File: src/rtl/jkff_mon_pkg.sv
// jkff_mon_pkg: monitor state encoding and the J-K next-state rule shared by the monitor files.
package jkff_mon_pkg;

    typedef enum logic [1:0] {
        IDLE  = 2'd0,
        SYNC  = 2'd1,
        CHECK = 2'd2,
        HALT  = 2'd3
    } state_t;

    function automatic logic jk_next(input logic j, input logic k, input logic q, input logic rst);
        return rst ? 1'b0 : (j && k) ? ~q : j ? 1'b1 : k ? 1'b0 : q;
    endfunction

endpackage

File: src/rtl/jkff_monitor_ref.sv
// jk_ref_model: registered expectation of the flip-flop output at the next edge.
module jk_ref_model
    import jkff_mon_pkg::*;
(
    input  logic clk,
    input  logic rst_n,
    input  logic clr,
    input  logic load,
    input  logic j,
    input  logic k,
    input  logic q,
    input  logic dut_rst,
    output logic exp_q,
    output logic exp_valid
);

    // Built from the sampled Q, so a single fault never propagates into later expectations.
    always_ff @(posedge clk or negedge rst_n) begin
        if (!rst_n) begin
            exp_q     <= 1'b0;
            exp_valid <= 1'b0;
        end else if (clr) begin
            exp_q     <= 1'b0;
            exp_valid <= 1'b0;
        end else if (load) begin
            exp_q     <= jk_next(j, k, q, dut_rst);
            exp_valid <= 1'b1;
        end
    end

endmodule

File: src/rtl/jkff_monitor.sv
// jkff_monitor: checks a J-K flip-flop against a reference model and keeps
// sticky error status plus saturating comparison/mismatch statistics.
module jkff_monitor
    import jkff_mon_pkg::*;
#(
    parameter int CNT_W       = 16,
    parameter int STOP_ON_ERR = 0
) (
    input  logic             Clk,
    input  logic             Reset,
    input  logic             Enable,
    input  logic             Clear,
    input  logic             DutReset,
    input  logic             J,
    input  logic             K,
    input  logic             Q,
    output logic [1:0]       State,
    output logic             ExpQ,
    output logic             ExpValid,
    output logic             ErrPulse,
    output logic             Error,
    output logic [CNT_W-1:0] ChkCount,
    output logic [CNT_W-1:0] ErrCount,
    output logic [CNT_W-1:0] FirstErrAt
);

    localparam logic [CNT_W-1:0] CNT_MAX = '1;

    state_t state;
    logic   q_ok;
    logic   mismatch;
    logic   load;

    assign State = state;

    // An unknown Q fails the q_ok test and therefore lands on the mismatch side.
    always_comb begin
        q_ok     = ExpQ ? (Q == 1'b1) : (Q == 1'b0);
        mismatch = 1'b1;
        if (q_ok) mismatch = 1'b0;
        load = Enable && !Clear &&
               ((state == SYNC && DutReset) ||
                (state == CHECK && !(mismatch && STOP_ON_ERR != 0)));
    end

    jk_ref_model u_ref (
        .clk      (Clk),
        .rst_n    (Reset),
        .clr      (!load),
        .load     (load),
        .j        (J),
        .k        (K),
        .q        (Q),
        .dut_rst  (DutReset),
        .exp_q    (ExpQ),
        .exp_valid(ExpValid)
    );

    always_ff @(posedge Clk or negedge Reset) begin
        if (!Reset) begin
            state      <= IDLE;
            ErrPulse   <= 1'b0;
            Error      <= 1'b0;
            ChkCount   <= '0;
            ErrCount   <= '0;
            FirstErrAt <= '0;
        end else begin
            ErrPulse <= 1'b0;
            if (Clear) begin
                state      <= IDLE;
                Error      <= 1'b0;
                ChkCount   <= '0;
                ErrCount   <= '0;
                FirstErrAt <= '0;
            end else if (!Enable) begin
                state <= IDLE;
            end else begin
                case (state)
                    IDLE: state <= SYNC;
                    SYNC: if (DutReset) state <= CHECK;
                    CHECK: begin
                        if (ExpValid) begin
                            ChkCount <= (ChkCount == CNT_MAX) ? ChkCount : ChkCount + 1'b1;
                            if (mismatch) begin
                                ErrPulse <= 1'b1;
                                Error    <= 1'b1;
                                ErrCount <= (ErrCount == CNT_MAX) ? ErrCount : ErrCount + 1'b1;
                                if (!Error) FirstErrAt <= ChkCount;
                                if (STOP_ON_ERR != 0) state <= HALT;
                            end
                        end
                    end
                    default: state <= HALT;
                endcase
            end
        end
    end

endmodule

File: config.mk
export PLATFORM = sky130hd
export DESIGN_NAME = jkff_monitor
export DESIGN_NICKNAME = d
export VERILOG_FILES = /design/src/rtl/jkff_mon_pkg.sv /design/src/rtl/jkff_monitor_ref.sv /design/src/rtl/jkff_monitor.sv
export SDC_FILE = /design/constraint.sdc
export NUM_CORES = 1
export LEC_CHECK = 0
export CAP_MARGIN = 20
export CELL_PAD_IN_SITES_DETAIL_PLACEMENT = 1
export CELL_PAD_IN_SITES_GLOBAL_PLACEMENT = 1
export CORE_MARGIN = 10
export CORE_UTILIZATION = 41
export CTS_CLUSTER_DIAMETER = 50
export DETAILED_ROUTE_END_ITERATION = 6
export MAX_ROUTING_LAYER = met4
export PLACE_DENSITY = 0.86
export SKIP_CTS_REPAIR_TIMING = 1
export SLEW_MARGIN = 20
export SYNTH_ARGS = -nofsm -noshare
export SYNTH_HDL_FRONTEND = slang
export SYNTH_HIERARCHICAL = 1
export SYNTH_SLANG_ARGS = --single-unit
File: constraint.sdc
create_clock -name Clk -period 2.78 [get_ports Clk]
set_input_delay 0.695 -clock Clk [delete_from_list [all_inputs] [get_ports Clk]]
set_output_delay 0.695 -clock Clk [all_outputs]
set_load 0.01 [all_outputs]
==> impl_metrics.env, run 1 <==
export IMPL_cp_data_required_time_ps=3020
export IMPL_synth_net_count=306
export IMPL_critPathCaptureType="register"
export IMPL_mappedNetlistArea_mm2=0.00277
export IMPL_root_buffer="clkbuf_8"
export IMPL_max_cap_viol_count=0
export IMPL_drive_above_1_share_pct=7.50
export IMPL_yosysWarnings=6
export IMPL_start_util_pct=42.8
export IMPL_worst_pin_slew_ps=699
export IMPL_min_path_type="in2async"
export IMPL_std_cell_rows=29
export IMPL_gp_congestion=0.803
export IMPL_top_usage_layer="met2"
export IMPL_leakagePower_nw=1.37
export IMPL_path_class="in2reg"
export IMPL_area_growth_pct=29.0
export IMPL_diodes=0
export IMPL_r2r_end="ErrCount[4]"
export IMPL_critPathMaxStageDelay_ps=570
export IMPL_avgSynthCellArea_um2=9.34
export IMPL_via_per_inst=5.99
export IMPL_status="complete, no violations"
export IMPL_cp_data_arrival_time_ps=2630
export IMPL_fillers=758
export IMPL_cts_tree="yes"
export IMPL_crit_slowest_cell="clkdlybuf4s50_1"
export IMPL_grt_pass1_vias=2778
export IMPL_setup_tns_ps=0
export IMPL_setup_viol=0
export IMPL_reg2reg_depth=4
export IMPL_die_w_um=102
export IMPL_rrSetupSlack_ps=600
export IMPL_antenna_found_initial=0
export IMPL_drt_initial_drc_count=159
export IMPL_async_flop_share_pct=100
export IMPL_p_per_area_mw_per_mm2=368
export IMPL_post_place_ws_ps=101
export IMPL_clockBufferDepth=2
export IMPL_yosysUniqueCellTypes=51
export IMPL_synth_ff_type="dfrtp_1"
export IMPL_dp_hpwl_um=6750
export IMPL_io_pins=62
export IMPL_wl_um=9020
export IMPL_drtPass1Iterations=4
export IMPL_grt_usage_pct=18.4
export IMPL_ir_drop_mv=0.176
export IMPL_clock_latency_ps=320
export IMPL_die_area_mm2=0.0104
export IMPL_path_cells="clkdlybuf4s50_1, and4b_1, nand4_1, or3_1, a31oi_1"
export IMPL_cts_buffers=5
export IMPL_seq_area_mm2=0.00135
export IMPL_synth_cells=296
export IMPL_fin_skew_ps=6.51
export IMPL_path_max_fanout=8
export IMPL_fmax_ghz=0.419
export IMPL_drc=0
export IMPL_grt_overflow=0
export IMPL_multiInputGateArea_mm2=0.00132
export IMPL_startpoint_type="input port"
export IMPL_rsz0062_at_grt="false"
export IMPL_synth_edf_count=0
export IMPL_slew_limit_headroom_pct=53.4
export IMPL_dieHeight_um=102
export IMPL_ant_nets=0
export IMPL_use_met2_pct=30.6
export IMPL_ys_ff_latch=54
export IMPL_met1_usage_pct=22.9
export IMPL_crit_family="simple AND/OR/NAND/NOR gates"
export IMPL_fp_coreArea_mm2=0.00646
export IMPL_post_route_period_util_pct=85.8
export IMPL_layout_nets=369
export IMPL_finalMaxSlewViolations=0
export IMPL_path_clk_slew_ps=100
export IMPL_yosysSeqAreaShare_pct=48.9
export IMPL_grt_use_met3_pct=2.70
export IMPL_routedWlPerCell_um=20.6
export IMPL_dr_total_vias=2619
export IMPL_worst_slack_ps=395
export IMPL_cp_num_buf_inv=1
export IMPL_grt_max_degree=55
export IMPL_htree_levels=2
export IMPL_hold_viol_final=0
export IMPL_grt_pass1_wl_um=15000
export IMPL_io_buffers=61
export IMPL_min_period_ps=2390
export IMPL_cts_sinks=54
export IMPL_r2r_start="ErrCount[1]"
-- layout make-up --
| class | instances | share of cell area (%) |
|---|---|---|
| repair buffers | 71 | 19.1 |
| multi-input cells | 219 | 36.9 |
| clock inverters | 3 | 0.702 |
| flip-flops and latches | 54 | 37.9 |
| well taps | 77 | 2.70 |
| inverters | 8 | 0.842 |
| clock buffers | 5 | 1.93 |
-- placed cells by master (no fill, tap or decap), types with 3 or more instances in the layout --
cell | Yosys | final
nand4_1 | 7 | 7
nand2_1 | 35 | 35
and4_1 | 4 | 4
dfrtp_1 | 54 | 54
clkdlybuf4s50_1 | 0 | 60
xor2_1 | 4 | 4
nand3_1 | 16 | 16
nor2_1 | 14 | 14
clkbuf_8 | 0 | 5
or3_1 | 7 | 7
a21oi_1 | 28 | 28
buf_4 | 1 | 10
o21ai_0 | 30 | 30
inv_1 | 8 | 8
or4_1 | 4 | 4
o211ai_1 | 3 | 3
nor4_1 | 8 | 8
nor3_1 | 11 | 11
xnor2_1 | 9 | 9
a211oi_1 | 4 | 4
-- state kept, by name, summed over array words and instances, names as in the netlist --
register,flops
Error,1
ErrPulse,1
u_ref/exp_q,1
FirstErrAt,16
ErrCount,16
State,2
u_ref/exp_valid,1
ChkCount,16
-- kinds of logic after synthesis --
logic type / share of synthesized area [%]
fa+ha+maj: 0.905
flops: 48.9
compound gates: 16.7
simple gates: 25.4
xor+xnor: 4.12
mux: 0.362
buf+inv: 3.57
-- metrics by stage --
step	std cells	utilization, %	total power, mW	instance area, um^2	hold WS, ps
finish	437	55.2	1.31	3570	491
global route	437	55.2	1.36	3570	562
CTS	437	55.2	1.32	3570	525
detailed placement	429	53.8	0.861	3470	541
global placement	429	53.8	0.859	3470	532
floorplan	296	-	0.823	2770	399
-- cells in the mapped netlist (7+ instances only) --
| library cell | number | area (um^2) |
|---|---|---|
| a21oi_1 | 28 | 140 |
| clkbuf_1 | 11 | 41.3 |
| dfrtp_1 | 54 | 1350 |
| inv_1 | 8 | 30.0 |
| nand2_1 | 35 | 131 |
| nand3_1 | 16 | 80.1 |
| nand4_1 | 7 | 43.8 |
| nor2_1 | 14 | 52.6 |
| nor3_1 | 11 | 55.1 |
| nor4_1 | 8 | 50.1 |
| o21ai_0 | 30 | 150 |
| or3_1 | 7 | 43.8 |
| xnor2_1 | 9 | 78.8 |
-- per-layer routing --
layer  up-vias  part of all wire [%]
li1       1217                     -
met4         0                   1.0
met2        57                    52
met3         9                   3.4
met1      1336                    44
met5         -                     0
-- how the worst max path moves through the flow --
stage / from / to / cells past startpoint
2_1_floorplan: Enable / ChkCount[12] / 5
3_3_place_gp: Q / ErrCount[7] / 6
3_5_place_dp: Enable / ErrCount[7] / 5
4_1_cts: Enable / ErrCount[7] / 5
5_1_grt: Enable / ErrCount[7] / 5
6_report: Enable / ErrCount[7] / 5
-- report_power, final --
group	switching, mW	internal, mW
registers	0.00212	0.786
clock network	0.286	0.183
logic	0.0390	0.0168
Note: power is estimated with default switching activity, not from simulation.
==> run 2, diff against run 1 <==
Settings changed: GPL_TIMING_DRIVEN set to 0.
Clock period 2.78 ns to 2.95 ns, I/O delays scaled along.
==> run 2 against run 1 <==
Effect of this change: power decreased by 6.5%; sequential power decreased by 5.7%; utilization decreased by 0.12 points; clock-buffer cell count unchanged; via count increased by 0.69%; largest power group unchanged; largest cell class unchanged; global-route usage decreased by 0.79 points; sequential share of layout area increased by 0.080 points.
==> impl_metrics.env, run 2 (synthesis results as in run 1) <==
export IMPL_critPathCaptureType="register"
export IMPL_clockBufferDepth=2
export IMPL_path_max_fanout=7
export IMPL_finalMaxSlewViolations=0
export IMPL_dieHeight_um=102
export IMPL_fillers=787
export IMPL_rsz0062_at_grt="false"
export IMPL_gp_congestion=0.815
export IMPL_grt_usage_pct=17.6
export IMPL_hold_viol_final=0
export IMPL_cp_data_arrival_time_ps=2730
export IMPL_path_class="in2reg"
export IMPL_drtPass1Iterations=4
export IMPL_area_growth_pct=28.7
export IMPL_grt_pass1_wl_um=14300
export IMPL_fin_skew_ps=11.3
export IMPL_routedWlPerCell_um=20.1
export IMPL_min_period_ps=2480
export IMPL_r2r_start="ErrCount[0]"
export IMPL_root_buffer="clkbuf_8"
export IMPL_slew_limit_headroom_pct=52.8
export IMPL_cts_tree="yes"
export IMPL_start_util_pct=42.8
export IMPL_power_mw=1.23
export IMPL_rrSetupSlack_ps=800
export IMPL_crit_slowest_cell="clkdlybuf4s50_1"
export IMPL_crit_start="Q"
export IMPL_critPathMaxStageDelay_ps=550
export IMPL_fp_coreArea_mm2=0.00646
export IMPL_layout_nets=374
export IMPL_p_per_area_mw_per_mm2=345
export IMPL_largest_registers="ChkCount (16), ErrCount (16), FirstErrAt (16)"
export IMPL_cp_data_required_time_ps=3200
export IMPL_die_w_um=102
export IMPL_std_cell_rows=29
export IMPL_post_route_period_util_pct=84.2
export IMPL_setup_viol=0
export IMPL_antenna_found_initial=0
export IMPL_via_per_inst=5.97
export IMPL_dp_hpwl_um=6630
export IMPL_diodes=0
export IMPL_io_pins=62
export IMPL_max_cap_viol_count=0
export IMPL_die_area_mm2=0.0104
export IMPL_path_clk_slew_ps=110
export IMPL_cts_sinks=54
export IMPL_htree_levels=2
export IMPL_ir_drop_mv=0.166
export IMPL_final_cell_mix="clkdlybuf4s50_1, dfrtp_1, nand2_1"
export IMPL_grt_overflow=0
export IMPL_fmax_ghz=0.403
export IMPL_wl_um=8870
export IMPL_cts_buffers=5
export IMPL_mostFrequentLayoutCell="clkdlybuf4s50_1"
export IMPL_grt_max_degree=55
export IMPL_clock_latency_ps=320
export IMPL_min_path_type="in2async"
export IMPL_dr_total_vias=2637
export IMPL_setup_tns_ps=0
export IMPL_path_cells="clkdlybuf4s50_1, xor2_1, nand4_1, or3_1, a31oi_1"
export IMPL_leakagePower_nw=1.36
export IMPL_ant_nets=0
export IMPL_drive_above_1_share_pct=5.48
export IMPL_status="complete, no violations"
export IMPL_drt_initial_drc_count=185
export IMPL_startpoint_type="input port"
export IMPL_drc=0
export IMPL_io_buffers=61
export IMPL_grt_pass1_vias=2704
export IMPL_worst_pin_slew_ps=707
## run 2: cell types whose count changed in the layout (fill, tap and decap cells not counted)
cell,before,now
buf_4,10,2
clkinv_2,0,1
buf_1,0,1
buf_6,0,1
inv_6,1,0
clkbuf_1,0,11
## run 2: critical path: cells and delay by family
kind | cells | cell delay, ps
xor gates and xnor gates | 1 | 490
and+or+nand+nor | 2 | 790
AOI/OAI and AO/OA | 1 | 160
buffers and inverters | 1 | 550
## run 2: worst paths after layout
| path | end | cells after the start |
|---|---|---|
| hold reg to reg | FirstErrAt[2] | 2 |
| min in group Clk | FirstErrAt[2] | 2 |
| hold / removal | ErrCount[12] | 1 |
| setup reg to reg | ErrCount[10] | 5 |
| setup / recovery | ErrCount[7] | 5 |
| max in group asynchronous | ChkCount[2] | 1 |
## run 2: area by class of cell
type	instances	area, um^2	area share [%]
multi-input combinational	219	1320	36.9
clock buffer	5	68.8	1.93
tap	77	96.3	2.71
inverter	8	30.0	0.844
clock inverter	3	21.3	0.598
timing repair buffer	61	608	17.1
sequential	54	1350	38.0
buffer	15	68.8	1.93
## run 2: per-stage QoR
step / std cells / cell area (um^2) / setup slack [ps] / util [%] / hold WS, ps
after floorplan: 296 / 2770 / 966 / - / 442
after global placement: 434 / 3470 / -574 / 53.8 / 531
after detailed placement: 434 / 3470 / 135 / 53.7 / 541
after CTS: 442 / 3560 / 497 / 55.1 / 486
after global routing: 442 / 3560 / 324 / 55.1 / 502
final: 442 / 3560 / 467 / 55.1 / 454
## run 2: routing by layer
metal	track usage [%]	part of all wire, %	vias to the layer above
met5	-	0	-
met3	2.83	4.6	11
met4	5.31	1.4	0
met2	28.3	49	71
li1	-	-	1228
met1	22.2	46	1327
## run 2: power breakdown
| part | total, mW | internal [mW] | switching (mW) |
|---|---|---|---|
| Clock | 0.432 | 0.168 | 0.264 |
| Sequential | 0.743 | 0.741 | 0.00183 |
| Combinational | 0.0543 | 0.0164 | 0.0380 |
| Total | 1.23 | 0.925 | 0.304 |
==> run 3, diff against run 2 <==
Settings changed: CORE_UTILIZATION 41 to 38, PLACE_DENSITY 0.86 to 0.81.
Clock period 2.95 ns to 2.6 ns, I/O delays scaled along.
==> run 3 against run 2 <==
Effect of this change: utilization decreased by 5.1 points; via count decreased by 1.6%; sequential power increased by 13%; sequential share of layout area decreased by 0.33 points; global-route usage decreased by 1.4 points; sequential cell count unchanged; non-clock buffer count unchanged; combinational power is 14% higher; largest power group unchanged; final area is 0.88% higher.
==> impl_metrics.env, run 3 (synthesis results as in run 1) <==
export IMPL_status="complete, no violations"
export IMPL_slew_limit_headroom_pct=53.2
export IMPL_route_met2_wl_um=4190
export IMPL_grt_max_degree=55
export IMPL_hold_viol_final=0
export IMPL_power_mw=1.40
export IMPL_layout_cells_non_filler=464
export IMPL_antenna_found_initial=0
export IMPL_rsz0062_at_grt="false"
export IMPL_p_per_area_mw_per_mm2=391
export IMPL_via_per_inst=5.59
export IMPL_worst_pin_slew_ps=703
export IMPL_cts_buffers=5
export IMPL_start_util_pct=38.5
export IMPL_m1WireLength_um=4010
export IMPL_path_clk_slew_ps=100
export IMPL_fin_skew_ps=7.55
export IMPL_ir_drop_mv=0.179
export IMPL_clockBufferDepth=2
export IMPL_cp_data_arrival_time_ps=2700
export IMPL_die_area_mm2=0.0111
export IMPL_finalMaxSlewViolations=0
export IMPL_path_max_fanout=7
export IMPL_final_cell_mix="clkdlybuf4s50_1, dfrtp_1, nand2_1"
export IMPL_drtPass1Iterations=4
export IMPL_worst_slack_ps=138
export IMPL_diodes=0
export IMPL_cts_tree="yes"
export IMPL_io_buffers=61
export IMPL_grt_overflow=0
export IMPL_drive_above_1_share_pct=5.48
export IMPL_path_class="in2reg"
export IMPL_grt_usage_pct=16.1
export IMPL_dp_cells=456
export IMPL_wl_um=8670
export IMPL_leakagePower_nw=1.36
export IMPL_clock_latency_ps=320
export IMPL_std_cell_rows=31
export IMPL_layout_nets=374
export IMPL_htree_levels=2
export IMPL_max_cap_viol_count=0
export IMPL_dr_total_vias=2595
export IMPL_startpoint_type="input port"
export IMPL_setup_tns_ps=0
export IMPL_wl_met3_um=338
export IMPL_fp_coreArea_mm2=0.00718
export IMPL_mostFrequentLayoutCell="clkdlybuf4s50_1"
export IMPL_root_buffer="clkbuf_8"
export IMPL_post_route_period_util_pct=94.7
export IMPL_grt_pass1_vias=2718
export IMPL_routedWlPerCell_um=18.7
export IMPL_cp_data_required_time_ps=2840
export IMPL_io_pins=62
export IMPL_setup_viol=0
export IMPL_drc=0
export IMPL_cts_sinks=54
export IMPL_fmax_ghz=0.406
export IMPL_die_w_um=105
export IMPL_drt_initial_drc_count=126
export IMPL_dp_hpwl_um=6530
export IMPL_dieHeight_um=105
export IMPL_top_layer_used="met4"
export IMPL_post_place_ws_ps=-191
export IMPL_min_path_type="in2async"
export IMPL_largest_registers="ChkCount (16), ErrCount (16), FirstErrAt (16)"
export IMPL_gp_congestion=0.843
export IMPL_area_growth_pct=29.9
export IMPL_min_period_ps=2460
export IMPL_grt_pass1_wl_um=14500
export IMPL_critPathCaptureType="register"
export IMPL_ant_nets=0
export IMPL_utilization_pct=50.0
==> run 3: power breakdown <==
group          internal [mW]  leakage, nW  switching [mW]  total [mW]
clock                  0.195       0.0447           0.304       0.500
combinational         0.0186        0.560          0.0432      0.0618
sequential             0.841        0.754         0.00216       0.843
==> run 3: worst paths after layout <==
check                              start       endpoint  slack, ps  depth (start not counted)
setup / recovery                       Q    ErrCount[7]        140                          5
setup reg to reg             ErrCount[0]   ErrCount[10]        490                          5
min in group Clk           FirstErrAt[0]  FirstErrAt[0]        560                          2
hold / removal                     Reset    u_ref/exp_q        350                          1
max in group asynchronous          Reset    ErrCount[3]       1760                          1
hold reg to reg            FirstErrAt[0]  FirstErrAt[0]        560                          2
==> run 3: cell type report <==
| class | count | area, um^2 |
|---|---|---|
| fill | 815 | 3580 |
| timing repair buffer | 61 | 608 |
| multi-input combinational | 219 | 1320 |
| inverter | 8 | 30.0 |
| tap | 99 | 124 |
| sequential | 54 | 1350 |
| clock buffer | 5 | 68.8 |
| clock inverter | 3 | 25.0 |
| buffer | 15 | 68.8 |
==> run 3: critical path, stage by stage <==
cell             delay (ps)
clkdlybuf4s50_1         550
xor2_1                  510
nand4_1                 410
or3_1                   420
a31oi_1                 150
==> run 3: per-layer routing <==
| metal | vias to the layer above | GRT usage [%] |
|---|---|---|
| met1 | 1303 | 20.5 |
| met4 | 0 | 4.90 |
| li1 | 1223 | - |
| met3 | 9 | 2.86 |
| met5 | - | - |
| met2 | 60 | 25.7 |
==> run 3: through the flow <==
stage / hold WS [ps] / area, um^2
finish: 350 / 3590
global route: 417 / 3590
CTS: 391 / 3590
detailed placement: 547 / 3500
global placement: 530 / 3500
floorplan: 354 / 2770
